## config.mk

```make
export PLATFORM = sky130hd
export DESIGN_NAME = midi_uart_rx
export DESIGN_NICKNAME = d
export VERILOG_FILES = /design/src/rtl/midi_uart_rx_pkg.sv /design/src/rtl/midi_uart_rx_byte_fifo.sv /design/src/rtl/midi_uart_rx.sv
export SDC_FILE = /design/constraint.sdc
export NUM_CORES = 1
export LEC_CHECK = 0
export ABC_CLOCK_PERIOD_IN_PS = 5600
export BUFFER_PORTS_ARGS = -buffer_cell sky130_fd_sc_hd__buf_2
export CORE_UTILIZATION = 54
export DETAILED_ROUTE_END_ITERATION = 6
export GPL_TIMING_DRIVEN = 1
export PLACE_DENSITY = 0.75
export SLEW_MARGIN = 20
export SYNTH_ARGS = -nofsm -noshare
export SYNTH_HDL_FRONTEND = slang
export SYNTH_SLANG_ARGS = --single-unit
export TNS_END_PERCENT = 1
```

## constraint.sdc

```tcl
create_clock -name clk_i -period 5.6 [get_ports clk_i]
set_input_delay 1.12 -clock clk_i [delete_from_list [all_inputs] [get_ports clk_i]]
set_output_delay 1.12 -clock clk_i [all_outputs]
set_load 0.005 [all_outputs]
```

## src/rtl/midi_uart_rx_pkg.sv

```systemverilog
// Shared MIDI definitions: receiver state encoding and protocol constants.
package midi_pkg;

    typedef enum logic [2:0] {
        IDLE,
        START,
        DATA,
        STOP,
        WAIT_IDLE
    } rx_state_t;

    localparam int unsigned MIDI_BAUD = 31_250;

    // Status bytes have the MSB set; data bytes do not.
    localparam logic [7:0] MIDI_STATUS_MASK = 8'h80;

endpackage

```

## src/rtl/midi_uart_rx_byte_fifo.sv

```systemverilog
// Small circular byte FIFO with extra-MSB pointers for full/empty detection.
module byte_fifo #(
    parameter int unsigned DEPTH = 4,
    parameter int unsigned WIDTH = 8
) (
    input  logic                     clk_i,
    input  logic                     rst_i,
    input  logic                     push,
    input  logic [WIDTH-1:0]         din,
    output logic                     full,
    input  logic                     pop,
    output logic [WIDTH-1:0]         dout,
    output logic                     empty,
    output logic [$clog2(DEPTH):0]   level
);

    localparam int unsigned AW = $clog2(DEPTH);

    if ((DEPTH < 2) || ((DEPTH & (DEPTH - 1)) != 0)) begin : g_depth_check
        $error("byte_fifo DEPTH must be a power of two and at least 2");
    end

    logic [AW:0]      wr_ptr;
    logic [AW:0]      rd_ptr;
    logic [WIDTH-1:0] mem [DEPTH];
    logic             do_pop;
    logic             do_push;

    assign empty = (wr_ptr == rd_ptr);
    assign full  = (wr_ptr[AW] != rd_ptr[AW]) && (wr_ptr[AW-1:0] == rd_ptr[AW-1:0]);
    assign level = wr_ptr - rd_ptr;
    assign dout  = mem[rd_ptr[AW-1:0]];

    // A push while full still succeeds when the head is popped in the same cycle.
    assign do_pop  = pop && !empty;
    assign do_push = push && (!full || do_pop);

    // Storage and pointer update; storage is cleared so the head reads 0 after reset.
    always_ff @(posedge clk_i or posedge rst_i) begin
        if (rst_i) begin
            wr_ptr <= '0;
            rd_ptr <= '0;
            for (int unsigned i = 0; i < DEPTH; i++) begin
                mem[i] <= '0;
            end
        end else begin
            if (do_push) begin
                mem[wr_ptr[AW-1:0]] <= din;
                wr_ptr              <= wr_ptr + 1'b1;
            end
            if (do_pop) begin
                rd_ptr <= rd_ptr + 1'b1;
            end
        end
    end

endmodule

```

## src/rtl/midi_uart_rx.sv

```systemverilog
// MIDI 8N1 serial receiver with mid-bit sampling, byte FIFO and error pulses.
module midi_uart_rx
    import midi_pkg::*;
#(
    parameter int unsigned CLK_FREQ   = 16_000_000,
    parameter int unsigned BAUD       = MIDI_BAUD,
    parameter int unsigned FIFO_DEPTH = 4
) (
    input  logic                          clk_i,
    input  logic                          rst_i,
    input  logic                          midi_i,
    output logic [7:0]                    data_o,
    output logic                          valid_o,
    input  logic                          ready_i,
    output logic                          frame_err_o,
    output logic                          overrun_o,
    output logic [$clog2(FIFO_DEPTH):0]   level_o
);

    localparam int unsigned CLKS_PER_BIT = CLK_FREQ / BAUD;
    localparam int unsigned HALF_BIT     = CLKS_PER_BIT / 2;
    localparam int unsigned CW           = $clog2(CLKS_PER_BIT);

    if ((CLK_FREQ % BAUD) != 0) begin : g_baud_check
        $error("CLK_FREQ must be an exact multiple of BAUD");
    end

    rx_state_t      state;
    rx_state_t      next_state;
    logic [1:0]     sync;
    logic           rx_s;
    logic           rx_prev;
    logic [CW-1:0]  cnt;
    logic [2:0]     bit_cnt;
    logic [7:0]     sr;
    logic           half_tick;
    logic           bit_tick;
    logic           push;
    logic           frame_err;
    logic           pop;
    logic           full;
    logic           empty;

    assign rx_s      = sync[1];
    assign half_tick = (cnt == CW'(HALF_BIT - 1));
    assign bit_tick  = (cnt == CW'(CLKS_PER_BIT - 1));

    // Two-flop synchroniser plus previous value for falling-edge detection; idle is high.
    always_ff @(posedge clk_i or posedge rst_i) begin
        if (rst_i) begin
            sync    <= 2'b11;
            rx_prev <= 1'b1;
        end else begin
            sync    <= {sync[0], midi_i};
            rx_prev <= rx_s;
        end
    end

    // Receiver state register.
    always_ff @(posedge clk_i or posedge rst_i) begin
        if (rst_i) begin
            state <= IDLE;
        end else begin
            state <= next_state;
        end
    end

    // Next-state logic.
    always_comb begin
        next_state = state;
        case (state)
            IDLE:      if (rx_prev && !rx_s)             next_state = START;
            START:     if (half_tick)                    next_state = rx_s ? IDLE : DATA;
            DATA:      if (bit_tick && (bit_cnt == 3'd7)) next_state = STOP;
            STOP:      if (bit_tick)                     next_state = rx_s ? IDLE : WAIT_IDLE;
            WAIT_IDLE: if (rx_s)                         next_state = IDLE;
            default:                                     next_state = IDLE;
        endcase
    end

    // Stop-bit outcome: push a good byte or flag a framing error.
    always_comb begin
        push      = 1'b0;
        frame_err = 1'b0;
        if ((state == STOP) && bit_tick) begin
            push      = rx_s;
            frame_err = !rx_s;
        end
    end

    // Bit-period timing, bit counting and LSB-first shift register.
    always_ff @(posedge clk_i or posedge rst_i) begin
        if (rst_i) begin
            cnt     <= '0;
            bit_cnt <= '0;
            sr      <= '0;
        end else begin
            case (state)
                START: cnt <= half_tick ? '0 : cnt + 1'b1;
                DATA: begin
                    if (bit_tick) begin
                        cnt     <= '0;
                        bit_cnt <= bit_cnt + 3'd1;
                        sr      <= {rx_s, sr[7:1]};
                    end else begin
                        cnt <= cnt + 1'b1;
                    end
                end
                STOP: cnt <= bit_tick ? '0 : cnt + 1'b1;
                default: begin
                    cnt     <= '0;
                    bit_cnt <= '0;
                end
            endcase
        end
    end

    assign valid_o = !empty;
    assign pop     = valid_o && ready_i;

    // Registered single-cycle status pulses.
    always_ff @(posedge clk_i or posedge rst_i) begin
        if (rst_i) begin
            frame_err_o <= 1'b0;
            overrun_o   <= 1'b0;
        end else begin
            frame_err_o <= frame_err;
            overrun_o   <= push && full && !pop;
        end
    end

    byte_fifo #(
        .DEPTH (FIFO_DEPTH),
        .WIDTH (8)
    ) u_fifo (
        .clk_i (clk_i),
        .rst_i (rst_i),
        .push  (push),
        .din   (sr),
        .full  (full),
        .pop   (pop),
        .dout  (data_o),
        .empty (empty),
        .level (level_o)
    );

endmodule

```

==> results of run 1 <==
==> power groups by stage <==
stage | registers, mW | clock network, mW | logic [mW]
2_1_floorplan | 0.538 | 0 | 0.175
3_3_place_gp | 0.598 | 0 | 0.163
3_5_place_dp | 0.598 | 0 | 0.167
4_1_cts | 0.589 | 0.450 | 0.168
5_1_grt | 0.598 | 0.470 | 0.191
6_report | 0.587 | 0.437 | 0.165
==> layout by cell type, fill, tap and decap left out, types with 2 or more instances in the layout <==
cell	Yosys	routed
nand3_1	8	8
mux4_2	8	8
a21oi_1	2	2
inv_1	14	13
nand2_1	7	7
o22ai_1	3	3
clkbuf_8	0	10
and3_1	3	3
mux2_2	10	10
bufinv_16	0	2
buf_2	1	17
ha_1	13	13
nor2b_1	6	6
dfstp_2	3	3
nand2_8	4	4
xor2_1	5	5
o21ai_0	2	2
dfrtp_1	63	63
xnor2_1	7	7
o21bai_1	2	2
mux2_4	32	32
nor2_1	17	17
a22oi_1	4	4
clkinv_2	0	2
==> metrics by stage <==
step	power (mW)	hold slack (ps)	utilization	cell area [sq um]	setup WS [ps]
3_5_place_dp	0.766	347	0.598	3400	2570
2_1_floorplan	0.713	345	-	3260	2830
5_1_grt	1.26	359	0.636	3610	2390
3_3_place_gp	0.762	347	0.598	3400	2620
4_1_cts	1.21	357	0.636	3610	2530
6_report	1.19	356	0.636	3610	2570
==> worst paths after layout <==
path,from,endpoint,slack (ps),cells after the start
worst max-delay path,u_fifo.rd_ptr[0],level_o[2],2570,4
worst min-delay path,sync[0],sync[1],360,0
worst max register to register,cnt[0],u_fifo.mem[4],2580,9
worst min register to register,sync[0],sync[1],360,0
max in group asynchronous,rst_i,cnt[2],4040,3
min in group asynchronous,rst_i,u_fifo.mem[20],1010,3
==> critical path: stages (launching register included) <==
cell,delay [ps]
dfrtp_1,580
ha_1,320
fa_1,370
xnor2_1,160
buf_2,130
==> state kept, by name, summed over array words and instances, names as in the netlist <==
name           flops
frame_err_o        1
state              3
overrun_o          1
u_fifo.mem        32
bit_cnt            3
sr                 8
u_fifo.rd_ptr      3
sync               2
u_fifo.wr_ptr      3
rx_prev            1
cnt                9
==> cells by family after synthesis <==
group / count (synthesis) / synth area share
adders and majority gates: 14 / 0.0560
muxes: 51 / 0.240
and+or+nand+nor: 51 / 0.0967
DFF: 66 / 0.508
buffers and inverters: 21 / 0.0307
AOI/OAI and AO/OA: 17 / 0.0365
xor gates and xnor gates: 12 / 0.0322
==> per-layer routing <==
layer / global-route usage / wire, um / vias to the layer above / share of wire
li1: - / - / 850 / -
met1: 0.264 / 2600 / 935 / 0.47
met2: 0.307 / 2650 / 24 / 0.48
met3: 0.0709 / 174 / 12 / 0.031
met4: 0.0855 / 110 / 0 / 0.020
met5: 0 / 0 / - / 0
==> final cells by class <==
class	count	area share
clock inverters	5	0.0218
flip-flops and latches	66	0.458
clock buffers	10	0.0381
repair buffers	18	0.0256
inverters	14	0.0145
multi-input cells	145	0.417
well taps	72	0.0249
==> run metrics, run 1 <==
initial antenna violation count=0; period utilization=0.541; Max Clk Rate=0.330 GHz; drt pass-1 iters=4; Synth top cells by count=63 x dfrtp_1, 32 x mux2_4, 17 x nor2_1; library cells used by synthesis=36; register bit total from synthesis=66; # DRC=0; Clk pwr share=0.367; ys async rst share=1.00; hold buffers post-CTS=0; Clock transition at path regs=70 ps; largest net degree at the start of global routing=67; Primary FF master, synth=dfrtp_1; Seq pwr share=0.494; clock root buffer=clkbuf_8; final setup violation count=0; Die W=around 80 um; HPWL Detailed=3480 um; WL per Instance=16.8 um; CTS tree=done; Post-Syn Area=3260 sq um; first-pass GRT wire length=about 9500 um; largest cells by area after synthesis=dfrtp_1 48%, mux2_4 15%, mux4_2 5.5%; Hold Path Class=reg2reg; Critical Path RT=4480 ps; Clock Skew=12.9 ps; syn nets=250; sw power=0.336 mW; internal cell power=0.855 mW; PD cells=329 nW/um^2; Num CTS Buffers=9; post-DR vias/cell=approximately 5.5; Synth warnings=0; Area growth, synth to finish=10.8%; all-layer global routing usage=0.203; post-cts resize count=0; final WL=5530 um; max-cap violations=0; endpoints failing hold=0; clock latency on the worst-skew pair=350 ps; row count=27; RSZ-0062 raised after global routing=false; P_leak=1.83 nW; Post-CTS Setup Inserts=0; Logic pwr share=0.139; die area=about 6400 sq um; PortBufs=17; Die H=roughly 80 um; CTS Sinks=66; status=finished clean; Antenna diodes=0; worst path arrival time=1910 ps; initial core utilization=0.575; CTS max path bufs=2; IO Pins=18; H-tree Lvls=3; Initial DRC Count=between 100 and 150; biggest area consumer among synthesized cells=dfrtp_1; placed cells=315; Post-synth EDFFs=0; Mapped Cells=roughly 230; Vias=1821; Remaining Overflow, GRT=0; fillers=424; Layout Cells excl Fill=330; ratio of cells with drive above 1 in the final layout=0.357; Sw Share=0.282; post-synth top area share=0.483; Max IR drop VDD=0.253 mV; sequential cell area=1660 sq um; max-slew violation count=0; Slew HR=0.442; Seq/Total Area, Yosys=0.508; most common cell in the netlist=dfrtp_1; min Tclk post-route=3030 ps; final net count=around 270; Fin Setup TNS=0 ps; Syn Area/Cell=14.1 sq um; CORE AREA=5680 sq um; Setup CP Type=reg2out; Crit. End Element=output pin; DRT antenna net count=0; vias in the first global route=1930; area of the multi-input gates=1510 sq um; gpl congestion=just under 0.8; crit path max fanout=11; nature of the critical path startpoint=flip-flop; slew at the pin with the worst max-slew slack=~840 ps
(Power assumes the default switching activity.)
==> run 2, diff against run 1 <==
ABC_CLOCK_PERIOD_IN_PS = 2600   (was 5600)
PLACE_DENSITY = 0.78   (was 0.75)
clock period = 2.6 ns   (was 5.6 ns; I/O delays follow)
==> run 2 against run 1 <==
Effect of this change: sequential share of layout area down 1.1 points; clock skew decreased by 2.5 ps; utilization is 1.6 points higher; design area increased by 2.5%.
==> run metrics, run 2 (synthesized netlist as in run 1, its figures left out) <==
# DRC=0 (unchanged); Initial DRC Count=115 (+4.5%); hold buffers post-CTS=0 (unchanged); endpoints failing hold=0 (unchanged); Crit. End Element=flip-flop; H-tree Lvls=3 (unchanged); max FFs per register=32 (unchanged); Fin Setup TNS=0 ps (unchanged); all-layer global routing usage=0.206 (+0.00288); most frequent cells in the layout=63 x dfrtp_1, 32 x mux2_4, 17 x nor2_1, 17 x buf_2; fillers=414 (-2.4%); final WL=5470 um (-1.1%); initial core utilization=0.575 (unchanged); final setup violation count=0 (unchanged); Hold Path Class=in2async; sequential cell area=1660 sq um (unchanged); ratio of cells with drive above 1 in the final layout=0.374 (+0.0170); Num CTS Buffers=9 (unchanged); M2 GR Usage=0.319 (+0.0120); Biggest register=u_fifo.mem; CTS tree=done; placed cells=321 (+1.9%); GRT Max-Usage Layer=met2; Layout Cells excl Fill=337 (+2.1%); Antenna diodes=0 (unchanged); Post-CTS Setup Inserts=0 (unchanged); Max Clk Rate=0.419 GHz; final net count=278 (+2.2%); die area=6350 sq um (unchanged); PortBufs=17 (unchanged); RSZ-0062 raised after global routing=false; Vias=1850 (+1.6%); initial antenna violation count=0 (unchanged); max-slew violation count=0 (unchanged); commonest non-fill, non-tap cell in the layout=dfrtp_1; Setup CP Type=reg2reg; Clock Skew=10.4 ps (-2.53 ps); crit path max fanout=9 (-2); first-pass GRT wire length=9470 um (-0.51%); worst path arrival time=2620 ps (+710 ps); critical path launch point=cnt[0]; WL per Instance=16.2 um (-3.2%); gpl congestion=0.761 (-1.3%); Die W=79.7 um (unchanged); max-cap violations=0 (unchanged); RR Endpoint=u_fifo.mem[7]; met1 GRT Util=0.263 (-0.00116); IO Pins=18 (unchanged); clock latency on the worst-skew pair=360 ps (about the same); post-DR vias/cell=5.49 (-0.52%); Die H=79.7 um (unchanged); drt pass-1 iters=4 (unchanged); clock root buffer=clkbuf_8; period utilization=0.917; status=finished clean; R2R Setup Slk=220 ps (-2360 ps); vias in the first global route=1957 (+1.4%); Clock transition at path regs=70 ps (about the same); area of the multi-input gates=1510 sq um (unchanged); slew at the pin with the worst max-slew slack=566 ps (-271 ps); Slew HR=0.613 (+0.171); Area growth, synth to finish=13.6%; biggest regs=u_fifo.mem: 32 flops, cnt: 9 flops, sr: 8 flops; HPWL Detailed=3600 um (+3.5%); grt met3 use=0.0754 (+0.00457); largest net degree at the start of global routing=67 (unchanged); Reg2Reg Depth=10 (+1); CTS max path bufs=2 (unchanged); row count=27 (unchanged); worst slack on hold paths=225 ps (-131 ps); crit path capture=u_fifo.mem[7]; P_leak=1.88 nW (+2.4%); CTS Sinks=66 (unchanged); CORE AREA=5680 sq um (unchanged); min Tclk post-route=2380 ps; Max IR drop VDD=0.612 mV (+140%); DRT antenna net count=0 (unchanged); PD cells=723 nW/um^2 (+120%); Critical Path RT=2840 ps (-1640 ps); nature of the critical path startpoint=flip-flop; r2r startpoint=cnt[0]; Remaining Overflow, GRT=0 (unchanged); post-cts resize count=0 (unchanged)
-- run 2: how the worst min path moves through the flow --
stage | slack, ps | start | end | cells past startpoint
2_1_floorplan | 350 | sync[0] | sync[1] | 0
3_3_place_gp | 350 | sync[0] | sync[1] | 0
3_5_place_dp | 360 | sync[0] | sync[1] | 0
4_1_cts | 230 | rst_i | cnt[0] | 3
5_1_grt | 230 | midi_i | sync[0] | 1
6_report | 220 | rst_i | cnt[0] | 3
-- run 2: power breakdown --
part / leakage (nW) / switching [mW] / internal (mW) / total, mW
Clock: 0.119 / 0.392 / 0.616 / 1.01
Sequential: 0.889 / 0.102 / 1.09 / 1.19
Combinational: 0.868 / 0.248 / 0.229 / 0.476
-- run 2: through the flow --
stage	worst slack, ps	cell area, sq um	total power [mW]	utilization
after floorplan	286	3260	1.54	-
after global routing	29.9	3700	2.83	0.653
after global placement	268	3470	1.68	0.611
final	215	3700	2.68	0.653
after CTS	202	3700	2.71	0.653
after detailed placement	255	3470	1.69	0.611
-- run 2: area by class of cell --
| cell class | instances | area share |
|---|---|---|
| multi-input combinational | 145 | 0.406 |
| inverter | 14 | 0.0142 |
| clock inverter | 4 | 0.0196 |
| tap | 72 | 0.0243 |
| timing repair buffer | 24 | 0.0439 |
| sequential | 66 | 0.447 |
| clock buffer | 12 | 0.0446 |
-- run 2: layer usage --
metal | part of all wire | wire length (um)
met1 | 0.48 | 2610
met2 | 0.47 | 2560
met3 | 0.037 | 203
met4 | 0.017 | 91
met5 | 0 | 0
-- run 2: worst max-delay path: stages, from the launching register on --
cell	delay [ps]
dfrtp_1	410
ha_1	230
nand3_1	120
inv_1	80
and3_1	190
ha_1	170
and4b_1	230
o311a_1	220
buf_12	170
nand2_8	110
mux2_4	330
==> run 3, diff against run 2 <==
BUFFER_PORTS_ARGS = default   (was -buffer_cell sky130_fd_sc_hd__buf_2)
DONT_BUFFER_PORTS = 1   (was default)
PLACE_DENSITY = 0.75   (was 0.78)
REMOVE_ABC_BUFFERS = 1   (was default)
==> run 3 against run 2 <==
Effect of this change: total power down 3.2%; final cell count decreased by 4.7%; sequential share of layout area grew 1.2 points; largest cell class unchanged; clock power is 6% lower; fmax is 0.59% higher; wire length about the same.
==> run metrics, run 3 (synthesized netlist as in run 1, its figures left out) <==
Reg2Reg Depth=10 (unchanged); first-pass GRT wire length=9270 um (-2.1%); Biggest register=u_fifo.mem; H-tree Lvls=3 (unchanged); commonest non-fill, non-tap cell in the layout=dfrtp_1; Die H=79.7 um (unchanged); Clock Skew=10.8 ps (+0.419 ps); internal cell power=1.84 mW (-5.1%); CTS Sinks=66 (unchanged); Remaining Overflow, GRT=0 (unchanged); final core area utilization=0.635 (-0.0172); Initial DRC Count=135 (+17%); post-route worst setup slack=229 ps (+14.0 ps); Die W=79.7 um (unchanged); CP delay by family, top=simple AND/OR/NAND/NOR gates; die area=6350 sq um (unchanged); PD cells=719 nW/um^2 (-0.56%); PortBufs=0 (-17); final setup violation count=0 (unchanged); Max Clk Rate=0.422 GHz (+0.59%); period utilization=0.912 (-0.00540); Sw Share=0.292 (+0.0143); Most common cell on crit path=ha_1; drt pass-1 iters=4 (unchanged); Seq pwr share=0.458 (+0.013); initial antenna violation count=0 (unchanged); post-cts resize count=0 (unchanged); # DRC=0 (unchanged); all-layer global routing usage=0.200 (-0.00601); Logic pwr share=0.177 (about the same); CTS max path bufs=2 (unchanged); placed cells=305 (-5.0%); largest net degree at the start of global routing=67 (unchanged); Area growth, synth to finish=10.6%; Post-CTS Setup Inserts=0 (unchanged); nature of the critical path startpoint=flip-flop; clock root buffer=clkbuf_8; crit path max fanout=9 (unchanged); Worst Path Buf+Inv=2 (unchanged); max FFs per register=32 (unchanged); most frequent cells in the layout=63 x dfrtp_1, 32 x mux2_4, 17 x nor2_1, 13 x inv_1, 13 x ha_1; final WL=5470 um (about the same); final net count=262 (-5.8%); hold buffers post-CTS=0 (unchanged); ratio of cells with drive above 1 in the final layout=0.333 (-0.0403); CTS tree=done; Clock transition at path regs=80 ps (about the same); initial core utilization=0.575 (unchanged); row count=27 (unchanged); Worst path max stage delay=410 ps (about the same); Setup CP Type=reg2reg; worst slack on hold paths=134 ps (-90.3 ps); fillers=412 (-0.48%); sw power=0.756 mW (+1.8%); Max IR drop VDD=0.549 mV (-10%); min Tclk post-route=2370 ps (-14.0 ps); P_leak=1.79 nW (-4.8%); max-slew violation count=0 (unchanged); gpl congestion=0.716 (-5.8%); max-cap violations=0 (unchanged); RSZ-0062 raised after global routing=false; cells along the critical path=ha_1, nand3_1, inv_1, and3_1, ha_1, and4b_1, o311a_1, buf_12, nand2_8, mux2_4; Critical Path Stages=10 (unchanged); Critical Path RT=2820 ps (-20 ps); HPWL Detailed=3450 um (-4.0%); Layout Cells excl Fill=321 (-4.7%); CORE AREA=5680 sq um (unchanged); Vias=1786 (-3.5%); endpoints failing hold=0 (unchanged); DRT antenna net count=0 (unchanged); Slew HR=0.622 (+0.00963); Clk pwr share=0.365 (-0.012); Crit. End Element=flip-flop; Hold Path Class=in2async; Worst path slowest cell=dfrtp_1; dpl ws=248 ps (-7.55 ps); post-DR vias/cell=5.56 (+1.4%); biggest regs=u_fifo.mem: 32 flops, cnt: 9 flops, sr: 8 flops; vias in the first global route=1801 (-8.0%); Num CTS Buffers=9 (unchanged); slew at the pin with the worst max-slew slack=552 ps (-14.1 ps); status=finished clean; worst path arrival time=2590 ps (-30 ps); IO Pins=18 (unchanged); clock latency on the worst-skew pair=340 ps (-20 ps); Fin Setup TNS=0 ps (unchanged); Antenna diodes=0 (unchanged); WL per Instance=17.0 um (+4.9%)
## run 3: cell count changes in the layout (fill, tap and decap cells not counted), sizes merged
cell | previous run | this run
buf | 24 | 8
clkbuf | 12 | 9
clkinv | 1 | 3
clkinvlp | 1 | 2
## run 3: final cells by class
cell class | count | area (sq um) | share of cell area
clock inverters | 7 | 93.8 | 0.0260
well taps | 72 | 90.1 | 0.0250
repair buffers | 8 | 85.1 | 0.0236
multi-input cells | 145 | 1510 | 0.417
clock buffers | 9 | 124 | 0.0344
flip-flops and latches | 66 | 1660 | 0.459
inverters | 14 | 52.6 | 0.0146
## run 3: path summary, 6_finish.rpt
check	start	to	slack [ps]
hold reg to reg	sync[0]	sync[1]	360
min in group clk_i	midi_i	sync[0]	180
setup reg to reg	cnt[0]	u_fifo.mem[7]	230
max in group asynchronous	rst_i	sync[0]	2150
setup / recovery	cnt[0]	u_fifo.mem[7]	230
hold / removal	rst_i	u_fifo.mem[28]	130
## run 3: per-stage QoR
stage	total power, mW	instance area (sq um)
detailed placement	1.67	3390
finish	2.59	3610
global placement	1.66	3390
global route	2.72	3610
floorplan	1.52	3210
CTS	2.62	3610
## run 3: power groups by stage
stage / combinational [mW] / sequential (mW) / clock (mW)
after detailed placement: 0.460 / 1.21 / 0
after global routing: 0.511 / 1.20 / 1.01
after floorplan: 0.283 / 1.23 / 0
final: 0.459 / 1.19 / 0.945
after global placement: 0.460 / 1.20 / 0
after CTS: 0.467 / 1.19 / 0.962
## run 3: metal layers
layer / part of all wire / GRT usage / wire, um / vias to the layer above
met2: 0.47 / 0.302 / 2570 / 20
met4: 0.016 / 0.0891 / 89 / 0
met5: 0 / 0 / 0 / -
li1: - / - / - / 837
met1: 0.49 / 0.269 / 2680 / 922
met3: 0.024 / 0.0537 / 133 / 7
